`config.mk`:
```
export PLATFORM = sky130hd
export DESIGN_NAME = mem_port_arbiter_flat
export DESIGN_NICKNAME = d
export VERILOG_FILES = /design/src/rtl/mem_port_arbiter_if.sv /design/src/rtl/mem_port_arbiter.sv /design/src/flat_wrapper.sv
export SDC_FILE = /design/constraint.sdc
export NUM_CORES = 1
export LEC_CHECK = 0
export BUFFER_PORTS_ARGS = -buffer_cell sky130_fd_sc_hd__buf_4
export CAP_MARGIN = 10
export CORE_UTILIZATION = 46
export CTS_CLUSTER_SIZE = 16
export DETAILED_ROUTE_END_ITERATION = 7
export GPL_TIMING_DRIVEN = 0
export PLACE_DENSITY = 0.8
export SYNTH_ARGS = -nofsm -noshare
export SYNTH_HDL_FRONTEND = slang
export SYNTH_SLANG_ARGS = --single-unit
```
`constraint.sdc`:
```
create_clock -name clk_i -period 2 [get_ports clk_i]
set_input_delay 0.4 -clock clk_i [delete_from_list [all_inputs] [get_ports clk_i]]
set_output_delay 0.4 -clock clk_i [all_outputs]
set_load 0.01 [all_outputs]
```
`src/rtl/mem_port_arbiter_if.sv`:
```
// rtl/mem_port_arbiter_if.sv - pipeline and memory-macro signals of the shared memory port
interface mem_port_arbiter_if #(
    parameter int ADDR_W = 16,
    parameter int DATA_W = 16
);
    logic                  if_req_i;
    logic [ADDR_W-1:0]     if_addr_i;
    logic                  if_valid_o;
    logic [DATA_W-1:0]     if_rdata_o;

    logic                  dx_req_i;
    logic                  dx_we_i;
    logic                  dx_dbl_i;
    logic [ADDR_W-1:0]     dx_addr_i;
    logic [2*DATA_W-1:0]   dx_wdata_i;
    logic                  dx_done_o;
    logic [2*DATA_W-1:0]   dx_rdata_o;

    logic                  stall_fetch_o;
    logic                  x_stall_d_o;

    logic                  mem_en_o;
    logic                  mem_we_o;
    logic [ADDR_W-1:0]     mem_addr_o;
    logic [DATA_W-1:0]     mem_wdata_o;
    logic [DATA_W-1:0]     mem_rdata_i;

    // Arbiter side
    modport slave (
        input  if_req_i, if_addr_i, dx_req_i, dx_we_i, dx_dbl_i, dx_addr_i, dx_wdata_i,
        input  mem_rdata_i,
        output if_valid_o, if_rdata_o, dx_done_o, dx_rdata_o, stall_fetch_o, x_stall_d_o,
        output mem_en_o, mem_we_o, mem_addr_o, mem_wdata_o
    );

    // Pipeline / memory environment side
    modport master (
        output if_req_i, if_addr_i, dx_req_i, dx_we_i, dx_dbl_i, dx_addr_i, dx_wdata_i,
        output mem_rdata_i,
        input  if_valid_o, if_rdata_o, dx_done_o, dx_rdata_o, stall_fetch_o, x_stall_d_o,
        input  mem_en_o, mem_we_o, mem_addr_o, mem_wdata_o
    );
endinterface

```
`src/rtl/mem_port_arbiter.sv`:
```
// rtl/mem_port_arbiter.sv - fetch / load-store arbiter for the single-port unified memory
module mem_port_arbiter #(
    parameter int ADDR_W = 16,
    parameter int DATA_W = 16
) (
    input logic               clk_i,
    input logic               rst_i,
    mem_port_arbiter_if.slave bus
);
    typedef enum logic [1:0] {IDLE, BEAT1, RESP} state_t;

    state_t              state;
    logic [ADDR_W-1:0]   lat_addr;
    logic                lat_we;
    logic                lat_dbl;
    logic [DATA_W-1:0]   lat_whi;
    logic [DATA_W-1:0]   low_reg;
    logic                if_valid_q;

    logic                fetch_grant;
    logic                data_issue;
    logic                mem_en;
    logic                mem_we;
    logic [ADDR_W-1:0]   mem_addr;
    logic [DATA_W-1:0]   mem_wdata;
    logic [2*DATA_W-1:0] dx_rdata;

    assign data_issue = !rst_i && (state == IDLE) && bus.dx_req_i;

    // Data owns IDLE when it asks; fetch always owns the RESP slot so it cannot starve.
    always_comb begin
        fetch_grant = 1'b0;
        if (!rst_i && bus.if_req_i) begin
            if (state == IDLE)
                fetch_grant = !bus.dx_req_i;
            else if (state == RESP)
                fetch_grant = 1'b1;
        end
    end

    always_comb begin
        mem_en    = 1'b0;
        mem_we    = 1'b0;
        mem_addr  = '0;
        mem_wdata = '0;
        if (data_issue) begin
            mem_en    = 1'b1;
            mem_we    = bus.dx_we_i;
            mem_addr  = bus.dx_addr_i;
            mem_wdata = bus.dx_wdata_i[DATA_W-1:0];
        end else if (!rst_i && state == BEAT1) begin
            mem_en    = 1'b1;
            mem_we    = lat_we;
            mem_addr  = lat_addr + ADDR_W'(1);
            mem_wdata = lat_whi;
        end else if (fetch_grant) begin
            mem_en    = 1'b1;
            mem_addr  = bus.if_addr_i;
        end
    end

    // In RESP the macro output holds the last beat read; beat 0 of a double sits in low_reg.
    always_comb begin
        dx_rdata = '0;
        if (state == RESP && !lat_we)
            dx_rdata = lat_dbl ? {bus.mem_rdata_i, low_reg} : {{DATA_W{1'b0}}, bus.mem_rdata_i};
    end

    always_ff @(posedge clk_i) begin
        if (rst_i) begin
            state      <= IDLE;
            lat_addr   <= '0;
            lat_we     <= 1'b0;
            lat_dbl    <= 1'b0;
            lat_whi    <= '0;
            low_reg    <= '0;
            if_valid_q <= 1'b0;
        end else begin
            if_valid_q <= fetch_grant;
            case (state)
                IDLE: begin
                    if (bus.dx_req_i) begin
                        lat_addr <= bus.dx_addr_i;
                        lat_we   <= bus.dx_we_i;
                        lat_dbl  <= bus.dx_dbl_i;
                        lat_whi  <= bus.dx_wdata_i[2*DATA_W-1:DATA_W];
                        state    <= bus.dx_dbl_i ? BEAT1 : RESP;
                    end
                end
                BEAT1: begin
                    if (!lat_we)
                        low_reg <= bus.mem_rdata_i;
                    state <= RESP;
                end
                RESP:    state <= IDLE;
                default: state <= IDLE;
            endcase
        end
    end

    assign bus.if_valid_o    = if_valid_q;
    assign bus.if_rdata_o    = bus.mem_rdata_i;
    assign bus.dx_done_o     = !rst_i && (state == RESP);
    assign bus.dx_rdata_o    = dx_rdata;
    assign bus.stall_fetch_o = !rst_i && bus.if_req_i && !fetch_grant;
    assign bus.x_stall_d_o   = !rst_i && (state == BEAT1);
    assign bus.mem_en_o      = mem_en;
    assign bus.mem_we_o      = mem_we;
    assign bus.mem_addr_o    = mem_addr;
    assign bus.mem_wdata_o   = mem_wdata;
endmodule
```
`src/flat_wrapper.sv`:
```
// flat-port wrapper written by rule: the top's interface ports become plain ports
module mem_port_arbiter_flat 
#(
    parameter int ADDR_W = 16,
    parameter int DATA_W = 16
)
  (clk_i, rst_i, bus_if_req_i, bus_if_addr_i, bus_dx_req_i, bus_dx_we_i, bus_dx_dbl_i, bus_dx_addr_i, bus_dx_wdata_i, bus_mem_rdata_i, bus_if_valid_o, bus_if_rdata_o, bus_dx_done_o, bus_dx_rdata_o, bus_stall_fetch_o, bus_x_stall_d_o, bus_mem_en_o, bus_mem_we_o, bus_mem_addr_o, bus_mem_wdata_o);
  mem_port_arbiter_if #(.ADDR_W(ADDR_W), .DATA_W(DATA_W)) bus_i ();
  input logic clk_i;
  input logic rst_i;
  input wire logic [$bits(bus_i.if_req_i)-1:0] bus_if_req_i;
  input wire logic [$bits(bus_i.if_addr_i)-1:0] bus_if_addr_i;
  input wire logic [$bits(bus_i.dx_req_i)-1:0] bus_dx_req_i;
  input wire logic [$bits(bus_i.dx_we_i)-1:0] bus_dx_we_i;
  input wire logic [$bits(bus_i.dx_dbl_i)-1:0] bus_dx_dbl_i;
  input wire logic [$bits(bus_i.dx_addr_i)-1:0] bus_dx_addr_i;
  input wire logic [$bits(bus_i.dx_wdata_i)-1:0] bus_dx_wdata_i;
  input wire logic [$bits(bus_i.mem_rdata_i)-1:0] bus_mem_rdata_i;
  output wire logic [$bits(bus_i.if_valid_o)-1:0] bus_if_valid_o;
  output wire logic [$bits(bus_i.if_rdata_o)-1:0] bus_if_rdata_o;
  output wire logic [$bits(bus_i.dx_done_o)-1:0] bus_dx_done_o;
  output wire logic [$bits(bus_i.dx_rdata_o)-1:0] bus_dx_rdata_o;
  output wire logic [$bits(bus_i.stall_fetch_o)-1:0] bus_stall_fetch_o;
  output wire logic [$bits(bus_i.x_stall_d_o)-1:0] bus_x_stall_d_o;
  output wire logic [$bits(bus_i.mem_en_o)-1:0] bus_mem_en_o;
  output wire logic [$bits(bus_i.mem_we_o)-1:0] bus_mem_we_o;
  output wire logic [$bits(bus_i.mem_addr_o)-1:0] bus_mem_addr_o;
  output wire logic [$bits(bus_i.mem_wdata_o)-1:0] bus_mem_wdata_o;
  assign bus_i.if_req_i = bus_if_req_i;
  assign bus_i.if_addr_i = bus_if_addr_i;
  assign bus_i.dx_req_i = bus_dx_req_i;
  assign bus_i.dx_we_i = bus_dx_we_i;
  assign bus_i.dx_dbl_i = bus_dx_dbl_i;
  assign bus_i.dx_addr_i = bus_dx_addr_i;
  assign bus_i.dx_wdata_i = bus_dx_wdata_i;
  assign bus_i.mem_rdata_i = bus_mem_rdata_i;
  assign bus_if_valid_o = bus_i.if_valid_o;
  assign bus_if_rdata_o = bus_i.if_rdata_o;
  assign bus_dx_done_o = bus_i.dx_done_o;
  assign bus_dx_rdata_o = bus_i.dx_rdata_o;
  assign bus_stall_fetch_o = bus_i.stall_fetch_o;
  assign bus_x_stall_d_o = bus_i.x_stall_d_o;
  assign bus_mem_en_o = bus_i.mem_en_o;
  assign bus_mem_we_o = bus_i.mem_we_o;
  assign bus_mem_addr_o = bus_i.mem_addr_o;
  assign bus_mem_wdata_o = bus_i.mem_wdata_o;
  mem_port_arbiter #(.ADDR_W(ADDR_W), .DATA_W(DATA_W)) u_core (.clk_i(clk_i), .rst_i(rst_i), .bus(bus_i));
endmodule
```
==> impl_results.md <==
- Status: complete, but fails checks
- Violated checks: setup timing
- Reg clk slew, reported paths: 0.10 ns
- CP most frequent cell: buf_6
- Tcrit/Tclk final: 114.5%
- CTS Buf Count: 5
- Via count: 3862
- Met1 Wirelength: ~4.2 mm
- Worst Setup EP: bus_mem_addr_o[14]
- Starting Density: 47.91%
- Critical path startpoint: u_core.state[0]
- Post-route setup slack: -0.2894 ns
- Cell family with most CP delay: buffers and inverters
- P_leak: approximately 2.3 nW
- Internal Pwr Total: 1.909 mW
- Cell variety after synth: 39
- Most frequent cells in the layout: 202 x buf_4, 117 x nand2_1, 54 x a21oi_1, 42 x dfxtp_1, 40 x nor2_1
- Worst Reg2Reg Path Length in Cells: 6
- IO Pins: 172
- Crit-path slowest cell: or3b_4
- First-pass GRT wire length: 16.59 mm
- Worst Path Arrival: approximately 1.9 ns
- Seq/Total Area, Yosys: 32.42%
- Port buffer count: 171
- Final wirelength: 10.66 mm
- Overflow after GRT: 0
- Antenna Nets Post-Route: 0
- Synthesis-stage register bit count: 53
- Max-Cap Viols: 0
- Synthesized cell area: 3273 sq um
- Worst Hold Class: input port to register
- Root Buffer: clkbuf_8
- Htree depth: 2
- Syn Area/Cell: about 7.1 sq um
- Area post-placement: 4677 sq um
- Required @ worst endpoint: 1.60 ns
- Cells after Synth: 464
- Layout Skew: 0.007995 ns
- Most common cell after layout, fill and taps aside: buf_4
- Syn-to-layout area delta: 55.85%
- Sequential share of power: 43.3%
- Largest family of logic cells by synthesized area: simple AND/OR/NAND/NOR gates
- Overall power consumption: 2.680 mW
- Number of global-route vias before repair: 3460
- Crit Path Category: register to output port
- DR DRC count: 0
- Worst R2R Setup Slack: approximately 0.31 ns
- Core Area: 6832 sq um
- Fin crit period: 2.289 ns
- DP HPWL: 7.910 mm
- Max-slew violations: 0
- Worst flop-to-flop path endpoint: u_core.low_reg[13]
- Worst slew pin tran: ~0.51 ns
- Async SR Flop Fraction: 0%
- Row Count: 30
- CP max stage delay: 0.41 ns
- Buf/Inv on CP: 4
- Met2 wire len: approximately 5.4 mm
- Clock Power Share: about 28%
- Final setup violation count: 44
- Chip Height: 86.36 microns
- Compound-cell area share of the yosys netlist: 19.30%
- GPL Wtd Cong: ~0.86
- DR vias/cell: slightly above 5
- Design area: 5101 sq um
- EDFF count, synth: 0
- Mux cell area share after synthesis: under 10%
- Slew headroom: about 66%
- Clock latency on the worst-skew pair: 0.31 ns
- Endpoint type of the worst setup path: output port
- CP Depth: 8
- Final Hold Fails: 0
- Critical-path cell list: buf_6 > or3b_4 > inv_4 > buf_6 > nor2_2 > o31a_1 > a21oi_2 > buf_4
- CTS sink count: 53
- Initial DRT Pass Iterations: 5
- Simple-gate area share of the yosys netlist: 29.66%
- # nets final: 739
- Type of origin of the critical path: register
- GR Util All Layers: 27.94%
- Worst VDD drop: 0.3410 mV
- Pin count of the biggest net entering global routing: 17
- Switch share: between 20% and 30%
- Syn Nets: 551
- Worst-path maximum fanout: 5
- CTS Hold Bufs: 0
- Layout cells sized above 1: 43.64%
- Sw Pwr: around 770 uW
- RSZ-0062 raised after global routing: true
- Initial antenna violation count: 0
- Worst Hold Launch: bus_dx_wdata_i[16]
- Post-DR wirelength/cell: 14.23 microns
- Fmax: 436.8 MHz
- Ys Warns: 0
- Die width: between 80 and 90 microns
- DR WL met3: 817 microns
- Power per cell area: roughly 530 nW/um^2
- Adder-cell area share of the yosys netlist: 0.3823%
- Die Area: 7457 sq um
- Antenna Cells: 0
- Primary FF master, synth: dfxtp_1
- Top routing layer in use: met4
- CTS tree: done
- Logic pwr share: 28.3%
- Clk buf depth: 2
- R2r startpoint: u_core.state[1]
- Post-Synth XOR/XNOR Area: 3.479%
- Iter 0 DRT Violations: about 120
repair_timing:
item                                    4_1_cts  5_1_grt
setup buffers                                 8        4
endpoints found under the hold margin         0        0
gates cloned                                  3        0
gates resized for setup                      49       33
pin swaps                                     9        5
endpoints found under the setup margin       60       61
power by group through the flow:
stage	logic, mW	registers (mW)	clock network (mW)
5_1_grt	0.825	1.17	0.805
3_5_place_dp	0.705	1.18	0
3_3_place_gp	0.693	1.17	0
2_1_floorplan	0.371	1.17	0
6_report	0.757	1.16	0.763
4_1_cts	0.738	1.16	0.763
layout make-up:
class,instances,area [sq um]
multi-input cells,352,2021
fillers,565,1730
repair buffers,185,1390
flip-flops and latches,53,1085
plain buffers,49,340.3
well taps,96,120.1
clock buffers,6,82.58
clock inverters,2,37.54
inverters,6,25.02
synthesized netlist by cell type (6+ instances only):
library cell  count  area [sq um]
a21oi_1          55         275.3
a21oi_2           6         52.55
a22oi_1          19         142.6
and3_1           16         100.1
buf_2            15         75.07
buf_4            19         142.6
clkbuf_1         15         56.30
dfxtp_1          53          1061
mux2i_1          16         160.2
nand2_1         117         439.2
nor2_1           50         187.7
o21ai_0           6         30.03
o31a_1            6         52.55
xnor2_1          11         96.34
worst min-delay path by stage:
stage                    endpoint  slack (ns)  cells after the start
6_report        u_core.lat_whi[0]        0.33                      3
5_1_grt         u_core.lat_whi[6]        0.33                      3
4_1_cts           u_core.state[0]        0.33                      2
3_5_place_dp   u_core.low_reg[10]        0.45                      2
3_3_place_gp    u_core.low_reg[5]        0.44                      2
2_1_floorplan   u_core.low_reg[0]        0.44                      2
layer usage:
layer,up-vias,GRT usage (%)
met5,-,0
met4,0,7.273
met3,11,4.762
met2,163,50.07
met1,1758,34.64
li1,1930,-
worst min-delay path, stage by stage:
cell     delay, ns
buf_4         0.11
nand2_1       0.04
a21oi_1       0.05
logic make-up (layout without fill, tap and decap cells):
| logic type | count (synthesis) | count (layout) |
|---|---|---|
| AOI/OAI and AO/OA | 102 | 103 |
| adders and majority gates | 1 | 1 |
| xor gates and xnor gates | 13 | 13 |
| DFF | 53 | 53 |
| buffers and inverters | 60 | 248 |
| and+or+nand+nor | 219 | 219 |
| muxes | 16 | 16 |
metrics by stage:
| step | setup WS [ns] | setup TNS (ns) | hold slack, ns | utilization [%] | instances |
|---|---|---|---|---|---|
| global route | -0.3686 | -7.986 | 0.3275 | 74.67 | 749 |
| detailed placement | -0.2680 | -2.438 | 0.4478 | 68.46 | 731 |
| global placement | -0.2741 | -1.728 | 0.4411 | 68.46 | 731 |
| floorplan | 0.1412 | 0 | 0.4360 | - | 464 |
| CTS | -0.2893 | -6.712 | 0.3275 | 73.21 | 745 |
| finish | -0.2894 | -4.675 | 0.3308 | 74.67 | 749 |
Power figures use the tool's default switching activity.
